`src/rtl/mem_pkg.sv`:
```
// Shared definitions for the load/store sequencer: memory mode encodings,
// address region codes and the sequencer state type.
package mem_pkg;

  localparam logic [1:0] MODE_WORD    = 2'b00;
  localparam logic [1:0] MODE_BYTE_S  = 2'b01;
  localparam logic [1:0] MODE_BYTE_U  = 2'b10;
  localparam logic [1:0] MODE_ILLEGAL = 2'b11;

  localparam logic [3:0] REGION_ROM = 4'h0;
  localparam logic [3:0] REGION_RAM = 4'h1;
  localparam logic [3:0] REGION_IO  = 4'hF;

  typedef enum logic [2:0] {
    StIdle,
    StLoad,
    StStore,
    StRmwRd,
    StRmwWr,
    StResp
  } mau_state_e;

endpackage

```
`src/rtl/mem_access_unit_if.sv`:
```
// Request/response handshake plus external memory bus for mem_access_unit.
// master: controller + memory side; slave: the sequencer itself.
interface mem_access_unit_if #(
  parameter int unsigned WIDTH      = 32,
  parameter int unsigned ADDR_WIDTH = 16
);

  logic                  req_valid;
  logic                  req_ready;
  logic                  req_write;
  logic [1:0]            req_mode;
  logic [ADDR_WIDTH-1:0] req_addr;
  logic [WIDTH-1:0]      req_wdata;
  logic                  resp_valid;
  logic                  resp_err;
  logic [WIDTH-1:0]      resp_rdata;
  logic                  MemWrite;
  logic [1:0]            MemMode;
  logic [ADDR_WIDTH-1:0] memAddr;
  logic [WIDTH-1:0]      memWriteData;
  logic [WIDTH-1:0]      memReadData;

  modport master (
    output req_valid, req_write, req_mode, req_addr, req_wdata, memReadData,
    input  req_ready, resp_valid, resp_err, resp_rdata,
    input  MemWrite, MemMode, memAddr, memWriteData
  );

  modport slave (
    input  req_valid, req_write, req_mode, req_addr, req_wdata, memReadData,
    output req_ready, resp_valid, resp_err, resp_rdata,
    output MemWrite, MemMode, memAddr, memWriteData
  );

endinterface

```
`src/rtl/byte_lane_merge.sv`:
```
// Replaces one byte lane of a 32-bit word (lane 0 = bits 7:0, lane 3 = bits 31:24).
module byte_lane_merge (
  input  logic [31:0] word_i,
  input  logic [7:0]  byte_i,
  input  logic [1:0]  lane_i,
  output logic [31:0] merged_o
);

  // Overwrite the selected lane, pass the rest through.
  always_comb begin
    merged_o = word_i;
    case (lane_i)
      2'd0:    merged_o[7:0]   = byte_i;
      2'd1:    merged_o[15:8]  = byte_i;
      2'd2:    merged_o[23:16] = byte_i;
      default: merged_o[31:24] = byte_i;
    endcase
  end

endmodule

```
`src/rtl/mem_access_unit.sv`:
```
// Load/store sequencer in front of the external memory. Loads pass through,
// word stores write directly, byte stores do aligned read / lane merge / write.
// Optional macro MEM_ACCESS_ALIGN_CHECK_EN: reject misaligned word accesses
// instead of silently aligning them.
module mem_access_unit
  import mem_pkg::*;
#(
  parameter int unsigned WIDTH      = 32,
  parameter int unsigned ADDR_WIDTH = 16
) (
  input logic               clk,
  input logic               reset,
  mem_access_unit_if.slave  bus_io
);

  mau_state_e            state_q;
  logic                  req_ready_q;
  logic                  resp_valid_q;
  logic                  resp_err_q;
  logic [WIDTH-1:0]      resp_rdata_q;
  logic                  mem_write_q;
  logic [1:0]            mem_mode_q;
  logic [ADDR_WIDTH-1:0] mem_addr_q;
  logic [WIDTH-1:0]      mem_wdata_q;
  logic [7:0]            byte_q;
  logic [1:0]            lane_q;

  logic                  req_err;
  logic [ADDR_WIDTH-1:0] aligned_addr;
  logic [ADDR_WIDTH-1:0] word_addr;
  logic [WIDTH-1:0]      merged_word;

  assign aligned_addr = {bus_io.req_addr[ADDR_WIDTH-1:2], 2'b00};

`ifdef MEM_ACCESS_ALIGN_CHECK_EN
  assign req_err   = (bus_io.req_mode == MODE_ILLEGAL) ||
                     ((bus_io.req_mode == MODE_WORD) && (bus_io.req_addr[1:0] != 2'b00));
  assign word_addr = bus_io.req_addr;
`else
  assign req_err   = (bus_io.req_mode == MODE_ILLEGAL);
  assign word_addr = aligned_addr;
`endif

  byte_lane_merge u_merge (
    .word_i   (bus_io.memReadData),
    .byte_i   (byte_q),
    .lane_i   (lane_q),
    .merged_o (merged_word)
  );

  // Sequencer FSM; all handshake and memory outputs are registered here.
  always_ff @(posedge clk) begin
    if (!reset) begin
      state_q      <= StIdle;
      req_ready_q  <= 1'b1;
      resp_valid_q <= 1'b0;
      resp_err_q   <= 1'b0;
      resp_rdata_q <= '0;
      mem_write_q  <= 1'b0;
      mem_mode_q   <= MODE_WORD;
      mem_addr_q   <= '0;
      mem_wdata_q  <= '0;
      byte_q       <= '0;
      lane_q       <= '0;
    end else begin
      unique case (state_q)
        StIdle: begin
          if (bus_io.req_valid) begin
            req_ready_q <= 1'b0;
            byte_q      <= bus_io.req_wdata[7:0];
            lane_q      <= bus_io.req_addr[1:0];
            if (req_err) begin
              resp_valid_q <= 1'b1;
              resp_err_q   <= 1'b1;
              state_q      <= StResp;
            end else if (!bus_io.req_write) begin
              mem_mode_q <= bus_io.req_mode;
              mem_addr_q <= (bus_io.req_mode == MODE_WORD) ? word_addr : bus_io.req_addr;
              state_q    <= StLoad;
            end else if (bus_io.req_mode == MODE_WORD) begin
              mem_addr_q  <= word_addr;
              mem_wdata_q <= bus_io.req_wdata;
              mem_write_q <= 1'b1;
              state_q     <= StStore;
            end else begin
              mem_addr_q <= aligned_addr;
              mem_mode_q <= MODE_WORD;
              state_q    <= StRmwRd;
            end
          end
        end
        StLoad: begin
          resp_rdata_q <= bus_io.memReadData;
          mem_mode_q   <= MODE_WORD;
          mem_addr_q   <= '0;
          resp_valid_q <= 1'b1;
          state_q      <= StResp;
        end
        StRmwRd: begin
          // Address stays aligned; write back the word with one lane replaced.
          mem_wdata_q <= merged_word;
          mem_write_q <= 1'b1;
          state_q     <= StRmwWr;
        end
        StStore, StRmwWr: begin
          mem_write_q  <= 1'b0;
          mem_addr_q   <= '0;
          mem_wdata_q  <= '0;
          resp_valid_q <= 1'b1;
          state_q      <= StResp;
        end
        StResp: begin
          resp_valid_q <= 1'b0;
          resp_err_q   <= 1'b0;
          resp_rdata_q <= '0;
          req_ready_q  <= 1'b1;
          state_q      <= StIdle;
        end
        default: state_q <= StIdle;
      endcase
    end
  end

  assign bus_io.req_ready    = req_ready_q;
  assign bus_io.resp_valid   = resp_valid_q;
  assign bus_io.resp_err     = resp_err_q;
  assign bus_io.resp_rdata   = resp_rdata_q;
  // Gated by reset so an interrupted read-modify-write never lands a write.
  assign bus_io.MemWrite     = mem_write_q & reset;
  assign bus_io.MemMode      = mem_mode_q;
  assign bus_io.memAddr      = mem_addr_q;
  assign bus_io.memWriteData = mem_wdata_q;

endmodule

```
`src/flat_wrapper.sv`:
```
// flat-port wrapper written by rule: the top's interface ports become plain ports
module mem_access_unit_flat import mem_pkg::*;
#(
  parameter int unsigned WIDTH      = 32,
  parameter int unsigned ADDR_WIDTH = 16
)
  (clk, reset, bus_io_req_valid, bus_io_req_write, bus_io_req_mode, bus_io_req_addr, bus_io_req_wdata, bus_io_memReadData, bus_io_req_ready, bus_io_resp_valid, bus_io_resp_err, bus_io_resp_rdata, bus_io_MemWrite, bus_io_MemMode, bus_io_memAddr, bus_io_memWriteData);
  mem_access_unit_if #(.WIDTH(WIDTH), .ADDR_WIDTH(ADDR_WIDTH)) bus_io_i ();
  input logic clk;
  input logic reset;
  input wire logic [$bits(bus_io_i.req_valid)-1:0] bus_io_req_valid;
  input wire logic [$bits(bus_io_i.req_write)-1:0] bus_io_req_write;
  input wire logic [$bits(bus_io_i.req_mode)-1:0] bus_io_req_mode;
  input wire logic [$bits(bus_io_i.req_addr)-1:0] bus_io_req_addr;
  input wire logic [$bits(bus_io_i.req_wdata)-1:0] bus_io_req_wdata;
  input wire logic [$bits(bus_io_i.memReadData)-1:0] bus_io_memReadData;
  output wire logic [$bits(bus_io_i.req_ready)-1:0] bus_io_req_ready;
  output wire logic [$bits(bus_io_i.resp_valid)-1:0] bus_io_resp_valid;
  output wire logic [$bits(bus_io_i.resp_err)-1:0] bus_io_resp_err;
  output wire logic [$bits(bus_io_i.resp_rdata)-1:0] bus_io_resp_rdata;
  output wire logic [$bits(bus_io_i.MemWrite)-1:0] bus_io_MemWrite;
  output wire logic [$bits(bus_io_i.MemMode)-1:0] bus_io_MemMode;
  output wire logic [$bits(bus_io_i.memAddr)-1:0] bus_io_memAddr;
  output wire logic [$bits(bus_io_i.memWriteData)-1:0] bus_io_memWriteData;
  assign bus_io_i.req_valid = bus_io_req_valid;
  assign bus_io_i.req_write = bus_io_req_write;
  assign bus_io_i.req_mode = bus_io_req_mode;
  assign bus_io_i.req_addr = bus_io_req_addr;
  assign bus_io_i.req_wdata = bus_io_req_wdata;
  assign bus_io_i.memReadData = bus_io_memReadData;
  assign bus_io_req_ready = bus_io_i.req_ready;
  assign bus_io_resp_valid = bus_io_i.resp_valid;
  assign bus_io_resp_err = bus_io_i.resp_err;
  assign bus_io_resp_rdata = bus_io_i.resp_rdata;
  assign bus_io_MemWrite = bus_io_i.MemWrite;
  assign bus_io_MemMode = bus_io_i.MemMode;
  assign bus_io_memAddr = bus_io_i.memAddr;
  assign bus_io_memWriteData = bus_io_i.memWriteData;
  mem_access_unit #(.WIDTH(WIDTH), .ADDR_WIDTH(ADDR_WIDTH)) u_core (.clk(clk), .reset(reset), .bus_io(bus_io_i));
endmodule
```
`config.mk`:
```
export PLATFORM = sky130hd
export DESIGN_NAME = mem_access_unit_flat
export DESIGN_NICKNAME = d
export VERILOG_FILES = /design/src/rtl/mem_pkg.sv /design/src/rtl/mem_access_unit_if.sv /design/src/rtl/byte_lane_merge.sv /design/src/rtl/mem_access_unit.sv /design/src/flat_wrapper.sv
export SDC_FILE = /design/constraint.sdc
export NUM_CORES = 1
export LEC_CHECK = 0
export CORE_UTILIZATION = 40
export DETAILED_ROUTE_END_ITERATION = 8
export PLACE_DENSITY = 0.83
export SYNTH_ARGS = -nofsm -noshare
export SYNTH_HDL_FRONTEND = slang
export SYNTH_SLANG_ARGS = --single-unit
export TNS_END_PERCENT = 5
```
`constraint.sdc`:
```
create_clock -name clk -period 1.47 [get_ports clk]
set_input_delay 0.294 -clock clk [delete_from_list [all_inputs] [get_ports clk]]
set_output_delay 0.294 -clock clk [all_outputs]
set_load 0.01 [all_outputs]
```
==> impl_summary.md <==
Drt
The violation count after the first detailed-route iteration is approximately 240. The count of nets left with antenna violations once routing finished came out at 0. In this run the top signal layer used is met4.

After detailed routing, the average wire length per cell comes to 19.0 um. The total via count in the routed design is 4397. The DRC violation count after routing is 0.

Dividing the detail-routed via count by the number of cells gives 5.52. Summed over all layers, the routed wires come to 15100 um. The number of iterations in the first detailed-routing pass is 5.

The routed length on met3 is 1040 um. The detailed route wirelength on metal2 is 7410 um. For this block, wires on met1 add up to 6290 um.

CTS
The cell at the root of the clock tree is sky130_fd_sc_hd__clkbuf_8. The number of levels the H-tree was split into is 3. TritonCTS built the clock tree.

After clock tree synthesis, the clock-pin slew on the worst setup and hold paths is 90 ps. The TritonCTS buffer count is 9. The clock passes through at most 2 buffers. The clock reaches the later pin of the worst-skew pair after 360 ps.

The number of buffers inserted for hold repair after clock tree synthesis is 0. The number of sinks handled by clock tree synthesis is 99.

Final layout
The count of nets after finishing is 737. The final core area utilization is 62.2%. 0 antenna diodes ended up in the layout. The number of cells in the finished layout apart from fillers is 796. The post-route standard cell area excluding fillers is 0.00677 sq mm. From synthesis to final layout, the design area changed by 51.4%. The share of layout cells above drive strength 1 is 20.3%.

Global routing
The initial antenna violation count is 0. The aggregate global-route resource usage is 24.5%. After global routing the overflow that remains totals 0. The wire length of the first global-routing pass is 22000 um. Entering global routing, the biggest net connects 77 pins.

The via count of the first global-routing pass is about 4300.

Setup path
The critical path data arrival time is roughly 1800 ps. The top cell family by delay on the critical path is buffers and inverters. The critical path goes through clkdlybuf4s50_1 -> and4bb_4 -> o211ai_4 -> buf_12 -> a221oi_1 -> nor2_1. The worst setup path is launched from an input port. The kind of critical path is in -> reg. On the worst path, the slowest cell contributes a delay of ~420 ps. The library cell contributing the largest single delay on the critical path is sky130_fd_sc_hd__clkdlybuf4s50_1.

The number of buffer and inverter instances along the worst setup path is 2. STA classifies the critical path endpoint as a flop. The maximum fanout count along the critical path is 32. The required arrival time at the worst endpoint is 1720 ps.

Timing
Setup total negative slack on the finished layout was measured at -97.2 ps. Subtracting the final worst setup slack from the clock period gives 1510 ps. The worst setup skew after layout is 8.55 ps. In the post-route analysis, the smallest setup slack over all paths is -38.8 ps.

For this run, the top clock speed supported by timing is ~660 MHz. For the pin with the worst max-slew slack, the measured transition is 355 ps. Setup repair after global routing could not meet its margin everywhere. The final max-slew violation count is 0.

After layout, the worst path uses 103% of the clock period. The number of hold violations in the final report is 0. Setup violations remaining at the end of the flow were counted as 7. The relative slew slack is 76.1%.

Logic synthesis
Counting distinct cell types in the post-synthesis netlist gives 42. Sorting the synthesized cells by area gives the leading types as sky130_fd_sc_hd__dfxtp_1 (44%), sky130_fd_sc_hd__mux2_2 (7.6%), sky130_fd_sc_hd__a21boi_0 (7.2%). The biggest area consumer among synthesized cells is sky130_fd_sc_hd__dfxtp_1.

The register bit total from synthesis is 99. The area share of the largest cell type after synthesis is ~44%. The share of synthesized area occupied by flip-flops and latches is 44.3%.

The number of nets handed over by synthesis was 561. The average cell area after synthesis is 9.41 sq um. The number of synthesis warnings is 0. Counting every instance in the synthesized netlist gives 475. The summed instance area of the synthesized netlist is 0.00447 sq mm.

Floorplanning
The die span in x is 108 um. The floorplan die area is about 0.012 sq mm. The die is roughly 110 um tall. The initial utilization of the core area, before any placement, comes to 41.1%. The number of placed I/O pins is around 170. The core region is 0.0109 sq mm. Row generation in the floorplan step produced 38 rows.

Power and ir drop
Of the total power, the share spent switching nets is between 30% and 40%. VDD sags by at most 508 uV. The internal power of the cells is between 4000 and 5000 uW.

The analysis attributes to net switching a power of between 2000 and 2500 uW. The total power is 6880 uW. Sequential cells account for 45.9% of the total power. The analysis attributes to cell leakage a power of 0.00289 uW. The total power divided by cell area is 1020 mW/mm^2. The part of the total power dissipated in the clock network is 23.5%. The combinational share of power is between 30% and 40%.

Placed design
The placement-stage cell area is 0.00645 sq mm. The quantity of I/O buffers inserted on ports is 171. The routability congestion estimate from global placement is 0.823. Once placement completed, the tool counted placed cells totaling 775.

After legalization and detailed placement, the total HPWL measured 10400 um.

Status
The final reports fail on negative setup slack. The run finished, with violations left.

Job
Max-cap violations in this run came to 0.

Min path
The worst hold-check path type is in -> reg.
## registers in the layout, summed over array words and instances (netlist names)
register and cells:
u_core.bus_io.memWriteData 32, u_core.bus_io.resp_rdata 32, u_core.bus_io.memAddr 16, u_core.byte_q 8
u_core.state_q 3, u_core.bus_io.MemMode 2, u_core.lane_q 2, u_core.bus_io.req_ready 1
u_core.bus_io.resp_err 1, u_core.bus_io.resp_valid 1, u_core.mem_write_q 1
## worst reg2reg max path, stage by stage, from the launching register on
cell and delay, ps:
sky130_fd_sc_hd__dfxtp_2 330, sky130_fd_sc_hd__buf_4 160, sky130_fd_sc_hd__or2_4 290, sky130_fd_sc_hd__o211a_4 350, sky130_fd_sc_hd__o21ai_1 210, sky130_fd_sc_hd__nor2_1 70
## cell usage in the layout (no fill, tap or decap), drive strengths merged, types with 2 or more instances in the layout
master	synthesis	layout
nand2b	5	5
nor2	40	40
and2	3	3
a22o	16	16
nand2	65	65
clkinv	0	2
mux2	32	32
buf	26	36
mux2i	2	2
clkdlybuf4s50	0	84
a21oi	3	3
nor2b	2	2
nor3	2	2
o211a	2	4
dfxtp	99	99
o21ai	37	37
a21boi	44	44
nand3b	32	32
dlygate4sd2	0	85
inv	2	3
clkbuf	18	15
a31oi	3	3
a221oi	33	33
## per-layer routing
layer	global-route usage [%]	up-vias
li1	-	2058
met1	30.9	2108
met2	40.8	196
met3	4.06	35
met4	10.9	0
met5	0	-
## per-stage QoR
stage          hold WS [ps]  worst slack (ps)
2_1_floorplan           416             -60.0
3_3_place_gp            436              -362
3_5_place_dp            456              -423
4_1_cts                 345             -12.8
5_1_grt                 363             -66.9
6_report                355             -38.8
## worst paths after layout
path                                                                start                                          end  slack [ps]  depth (start not counted)
worst max-delay path                                   bus_io_req_mode[1]  u_core.bus_io.memWriteData[25]$_SDFFE_PN0P_         -40                          6
worst min-delay path                                                reset               u_core.state_q[2]$_SDFFE_PN0P_         350                          4
worst max register to register             u_core.state_q[1]$_SDFFE_PN0P_  u_core.bus_io.memWriteData[18]$_SDFFE_PN0P_         -30                          5
worst min register to register  u_core.bus_io.resp_rdata[10]$_SDFFE_PN0P_    u_core.bus_io.resp_rdata[10]$_SDFFE_PN0P_         460                          2
## logic make-up after synthesis
family	synth area share (%)
simple gates	16.8
compound gates	24.4
flops	44.3
buf+inv	5.71
mux	8.51
xor+xnor	0.196
## timing repair
| item | 4_1_cts | 5_1_grt |
|---|---|---|
| setup endpoints to repair | 125 | 61 |
| buffers inserted | 0 | 1 |
| cloned | 0 | 4 |
| pin swaps | 0 | 17 |
| resized for setup | 98 | 36 |
## cell usage after synthesis, drive strengths merged
| cell | number |
|---|---|
| o2111a | 1 |
| a221oi | 33 |
| nor2b | 2 |
| clkbuf | 18 |
| o21a | 1 |
| inv | 2 |
| nor2 | 40 |
| or2 | 1 |
| a31oi | 3 |
| dfxtp | 99 |
| and3 | 1 |
| nand3b | 32 |
| a21oi | 3 |
| and4bb | 1 |
| xnor2 | 1 |
| nand2 | 65 |
| mux2i | 2 |
| o211ai | 1 |
| nor3 | 2 |
| nand2b | 5 |
| a21boi | 44 |
| a21o | 1 |
| or3 | 1 |
| o21ai | 37 |
| o211a | 2 |
| and2 | 3 |
| mux2 | 32 |
| buf | 26 |
| a22o | 16 |
## cell type report
class                      count  area [sq um]
clock buffer                  13           149
clock inverter                 3          22.5
fill                         934          4120
inverter                       2          7.51
multi-input combinational    332          2440
sequential                    99          1990
tap                          140           175
timing repair buffer         207          1980
## power groups by stage
stage	Clock, uW	Sequential (uW)	Combinational (uW)
3_5_place_dp	0	3220	2050
3_3_place_gp	0	3210	1990
5_1_grt	1750	3190	2240
2_1_floorplan	0	3270	934
6_report	1610	3160	2110
4_1_cts	1630	3150	1920
Note: power is estimated with default switching activity, not from simulation.
